<file path="src/rtl/fpu_exp_align_pipe.sv">
// Two-stage exponent alignment front end for the FPU add/sub path: max exponent, shift amount, swap/equal flags.
// Optional shift clamp to SHIFT_MAX is compiled in with FPU_EXP_SHIFT_SAT_EN.
module fpu_exp_align_pipe #(
  parameter int unsigned SIZE_EXP  = 8,
  parameter int unsigned SHIFT_MAX = 27,
  parameter int unsigned SIZE_TAG  = 4
) (
  input  logic                i_clk,
  input  logic                i_rst_n,
  input  logic                i_valid,
  output logic                o_ready,
  input  logic [SIZE_EXP-1:0] i_exp_a,
  input  logic [SIZE_EXP-1:0] i_exp_b,
  input  logic [SIZE_TAG-1:0] i_tag,
  output logic                o_valid,
  input  logic                i_ready,
  output logic [SIZE_EXP-1:0] o_exp_max,
  output logic [SIZE_EXP-1:0] o_shift,
  output logic                o_swap,
  output logic                o_equal,
  output logic                o_shift_sat,
  output logic [SIZE_TAG-1:0] o_tag
);

  localparam int unsigned DW = SIZE_EXP + 1;

  if (SHIFT_MAX >= (64'd1 << SIZE_EXP)) begin : g_bad_shift_max
    $error("SHIFT_MAX must be below 2**SIZE_EXP");
  end

  logic                s1_valid, s2_valid;
  logic                s1_load, s2_load;
  logic [DW-1:0]       diff_ab, diff_ba;
  logic [DW-1:0]       s1_diff_ab, s1_diff_ba;
  logic [SIZE_EXP-1:0] s1_a, s1_b;
  logic [SIZE_TAG-1:0] s1_tag;

  logic                s1_borrow;
  logic [SIZE_EXP-1:0] shift_raw, shift_d, exp_max_d;
  logic                equal_d, sat_d;

  logic [SIZE_EXP-1:0] s2_exp_max, s2_shift;
  logic                s2_swap, s2_equal, s2_sat;
  logic [SIZE_TAG-1:0] s2_tag;

  assign s2_load = ~s2_valid | i_ready;
  assign s1_load = ~s1_valid | s2_load;
  assign o_ready = s1_load;

  assign diff_ab = {1'b0, i_exp_a} + {1'b0, ~i_exp_b} + DW'(1);
  assign diff_ba = {1'b0, i_exp_b} + {1'b0, ~i_exp_a} + DW'(1);

  always_ff @(posedge i_clk) begin
    if (!i_rst_n) begin
      s1_valid   <= 1'b0;
      s1_diff_ab <= '0;
      s1_diff_ba <= '0;
      s1_a       <= '0;
      s1_b       <= '0;
      s1_tag     <= '0;
    end else if (s1_load) begin
      s1_valid <= i_valid;
      if (i_valid) begin
        s1_diff_ab <= diff_ab;
        s1_diff_ba <= diff_ba;
        s1_a       <= i_exp_a;
        s1_b       <= i_exp_b;
        s1_tag     <= i_tag;
      end
    end
  end

  // Carry-out of each difference is "minuend >= subtrahend"; both set means A == B.
  always_comb begin
    s1_borrow = ~s1_diff_ab[DW-1];
    exp_max_d = s1_borrow ? s1_b : s1_a;
    shift_raw = s1_borrow ? s1_diff_ba[SIZE_EXP-1:0] : s1_diff_ab[SIZE_EXP-1:0];
    equal_d   = s1_diff_ab[DW-1] & s1_diff_ba[DW-1];
`ifdef FPU_EXP_SHIFT_SAT_EN
    sat_d     = shift_raw > SIZE_EXP'(SHIFT_MAX);
    shift_d   = sat_d ? SIZE_EXP'(SHIFT_MAX) : shift_raw;
`else
    sat_d     = 1'b0;
    shift_d   = shift_raw;
`endif
  end

  always_ff @(posedge i_clk) begin
    if (!i_rst_n) begin
      s2_valid   <= 1'b0;
      s2_exp_max <= '0;
      s2_shift   <= '0;
      s2_swap    <= 1'b0;
      s2_equal   <= 1'b0;
      s2_sat     <= 1'b0;
      s2_tag     <= '0;
    end else if (s2_load) begin
      s2_valid <= s1_valid;
      if (s1_valid) begin
        s2_exp_max <= exp_max_d;
        s2_shift   <= shift_d;
        s2_swap    <= s1_borrow;
        s2_equal   <= equal_d;
        s2_sat     <= sat_d;
        s2_tag     <= s1_tag;
      end
    end
  end

  assign o_valid     = s2_valid;
  assign o_exp_max   = s2_exp_max;
  assign o_shift     = s2_shift;
  assign o_swap      = s2_swap;
  assign o_equal     = s2_equal;
  assign o_shift_sat = s2_sat;
  assign o_tag       = s2_tag;

endmodule
</file>
<file path="config.mk">
export PLATFORM = sky130hd
export DESIGN_NAME = fpu_exp_align_pipe
export DESIGN_NICKNAME = d
export VERILOG_FILES = /design/src/rtl/fpu_exp_align_pipe.sv
export SDC_FILE = /design/constraint.sdc
export NUM_CORES = 1
export LEC_CHECK = 0
export CORE_UTILIZATION = 31
export CTS_CLUSTER_DIAMETER = 40
export DETAILED_ROUTE_END_ITERATION = 10
export PLACE_DENSITY = 0.51
export SLEW_MARGIN = 15
export SYNTH_ARGS = -nofsm -noshare
export SYNTH_HDL_FRONTEND = slang
export SYNTH_SLANG_ARGS = --single-unit
</file>
<file path="constraint.sdc">
create_clock -name i_clk -period 2 [get_ports i_clk]
set_clock_uncertainty 0.2 [all_clocks]
set_input_delay 0.2 -clock i_clk [delete_from_list [all_inputs] [get_ports i_clk]]
set_output_delay 0.2 -clock i_clk [all_outputs]
set_load 0.03 [all_outputs]
</file>
==> results of run 1 <==
==> registers in the layout, indices dropped and copies added (netlist names) <==
name / flops
o_exp_max: 8
s1_b: 8
s1_diff_ba: 8
o_equal: 1
o_swap: 1
s1_valid: 1
s1_diff_ab: 9
o_tag: 4
o_shift: 8
s1_tag: 4
s1_a: 8
o_valid: 1
==> cells in the mapped netlist, types with 2 or more instances <==
master	n
a211oi_2	2
a21boi_0	10
a21boi_1	18
a21oi_1	8
a311oi_2	2
a31o_1	2
a31oi_1	4
and2_1	4
buf_2	10
buf_6	5
clkbuf_1	9
dfxtp_1	61
fa_1	2
ha_1	16
inv_1	18
mux2_2	4
mux2i_1	17
nand2_1	76
nand2b_1	3
nand3_1	12
nand3b_1	4
nand4b_1	8
nor2_1	4
nor2b_1	8
nor3_1	2
o211a_1	19
o21ai_0	12
o21ai_1	4
xnor2_1	4
==> power by group <==
part / leakage [nW] / switching, mW / total, mW / internal (mW)
registers: 0.503 / 0.0473 / 1.35 / 1.30
clock network: 0.107 / 0.528 / 1.23 / 0.702
logic: 1.35 / 0.346 / 0.692 / 0.346
==> worst reg2reg max path: cells and delay by family, from the launching register on <==
family	cells	cell delay [ns]
AND/OR/NAND/NOR	4	0.55
flip-flops	1	0.33
multiplexers	1	0.30
buffers and inverters	1	0.18
==> per-layer routing <==
metal	vias up	share of wire [%]
met2	35	43
met5	-	0
met4	0	2.2
li1	1376	-
met3	14	2.4
met1	1245	52
==> worst paths after layout <==
| kind | slack, ns | from | cells past startpoint | end |
|---|---|---|---|---|
| hold reg to reg | 0.25 | s1_b[7]$_SDFFE_PN0P_ | 2 | s1_b[7]$_SDFFE_PN0P_ |
| hold / removal | -0.01 | i_exp_b[2] | 3 | s1_b[2]$_SDFFE_PN0P_ |
| setup reg to reg | 0.36 | s1_valid$_SDFFE_PN0N_ | 6 | s1_diff_ab[6]$_SDFFE_PN0P_ |
| setup / recovery | 0.09 | i_exp_a[4] | 8 | s1_diff_ab[5]$_SDFFE_PN0P_ |
==> cells by family (layout without fill, tap and decap cells) <==
group,after synthesis,count (layout),synth area share [%]
DFF,61,61,38.8
muxes,21,21,6.83
xor gates and xnor gates,4,4,1.11
buffers and inverters,44,127,6.95
other,1,1,0.119
and+or+nand+nor,123,123,18.4
AOI/OAI and AO/OA,83,83,20.2
adders and majority gates,18,18,7.63
==> area by class of cell <==
| cell class | instances | area share (%) |
|---|---|---|
| clock buffer | 10 | 2.98 |
| clock inverter | 6 | 2.01 |
| inverter | 18 | 1.58 |
| multi-input combinational | 250 | 40.6 |
| sequential | 61 | 28.5 |
| tap | 133 | 3.88 |
| timing repair buffer | 93 | 20.4 |
==> what timing repair did <==
| item | 4_1_cts | 5_1_grt |
|---|---|---|
| endpoints found under the setup margin | 2 | 10 |
| pin swaps | 1 | 3 |
| buffers inserted | 3 | 0 |
| hold endpoints to repair | 0 | 2 |
| hold buffers | 0 | 2 |
| gates resized for setup | 5 | 9 |
==> metrics, run 1 <==
drt drc 0; main area contributors after synthesis dfxtp_1 (39%), nand2_1 (9.1%), ha_1 (6.4%); Top Ports 49; Worst EP arrival approximately 2 ns; CTS tree yes; share of layout cells above drive strength 1 17.8%; Max clock buf depth 2; Hold WS -0.0107 ns; via/cell ratio 4.68; Fin. Hold Viols 1; Root Buffer clkbuf_8; CP Launch Type input port; Die W 103 um; Finished Cell Area 4290 um2; Final setup viols 0; Synth Cell Area 3150 um2; GR peak layer met2; met2 usage 25.5%; slowest cell delay on critical path 0.48 ns; top cell type's share of synthesized area between 30% and 40%; largest net degree at the start of global routing 39; crit path max fanout 7; placed cell areas ~4000 um2; WL final 7.80 mm; worst hold path class in -> reg; initial antenna violation count 0; Peak VDD IR 364 uV; WS Path Type in -> reg; Core Util, Final 43.7%; fin crit period 1.91 ns; Netlist cell types 36; crit path max-delay cell type clkdlybuf4s50_1; met3 GRT Util 3.19%; CTS clock-pin slew for the worst setup and hold paths 0.07 ns; post-route insts no fill 571; Nets around 480; Synthesized Nets 397; die area 10600 um2; dpl hpwl ~5.7 mm; gr usage total 16.4%; crit-path cells clkdlybuf4s50_1 -> inv_1 -> ha_2 -> buf_4 -> and2_2 -> a22o_2 -> mux2_2 -> nand3_1; Buf/Inv on CP 3; drt wl/cell 13.7 um; TritonCTS Buffers 9; Synth area leader dfxtp_1; core area just under 10000 um2; #FFs+latches synth 61; delay-heaviest family, CP buffers and inverters; worst skew pair latency roughly 0.35 ns; Leak 1.96 nW; post-synthesis async set-or-reset flop share 0%; Achievable Freq about 0.52 GHz; Multi-input gate area 1740 um2; Yosys warnings 0; sequential area share after synthesis 38.8%; P&R area growth vs syn 36.1%; RSZ-0062 raised after global routing no; # fillers 1038; DRT Pass-1 Iters 4; Post-synth EDFFs 0; Die Y 103 um; Post-Route Setup TNS 0 ns; Cells after DPL between 500 and 600; Synth Flop Type dfxtp_1; GR met1 Demand/Resource 21.8%; first-pass GRT wire length between 10 and 15 mm; port buffer count 47; failing checks hold timing; Post-DRT Antenna Nets 0; worst path required time roughly 2.1 ns; GPL Wtd Cong between 0.8 and 0.9; Initial Util 32.1%; gr ovfl total 0; Max-cap violations 0; Syn Inst Count 355; Ant. Diodes 0; status complete, but fails checks; power density cells 763 nW/um2; DR vias 2670; row cnt 36; First DRT Iteration DRCs 78; pins over their slew limit 0; H-tree lvl count 3; # clock sinks 61; Place WS -0.512 ns; Avg Cell Area, Syn between 8 and 9 um2; Power, Total between 3 and 4 mW; commonest non-fill, non-tap cell in the layout nand2_1; worst setup margin between 0.08 and 0.09 ns; Final period util 95.6%; Reg area 1220 um2; most frequent cells in the layout nand2_1 (76), dfxtp_1 (60), buf_4 (40), clkdlybuf4s50_1 (39), o211a_1 (19); CP Capture Type flip-flop; vias in the first global route 2590
Note: power is estimated with default switching activity, not from simulation.
==> run 2: changes to the inputs <==
CTS_CLUSTER_DIAMETER = 50   (was 40)
==> results of run 2 <==
Same layout as run 1: the final DEF is identical, and so are final timing and power.
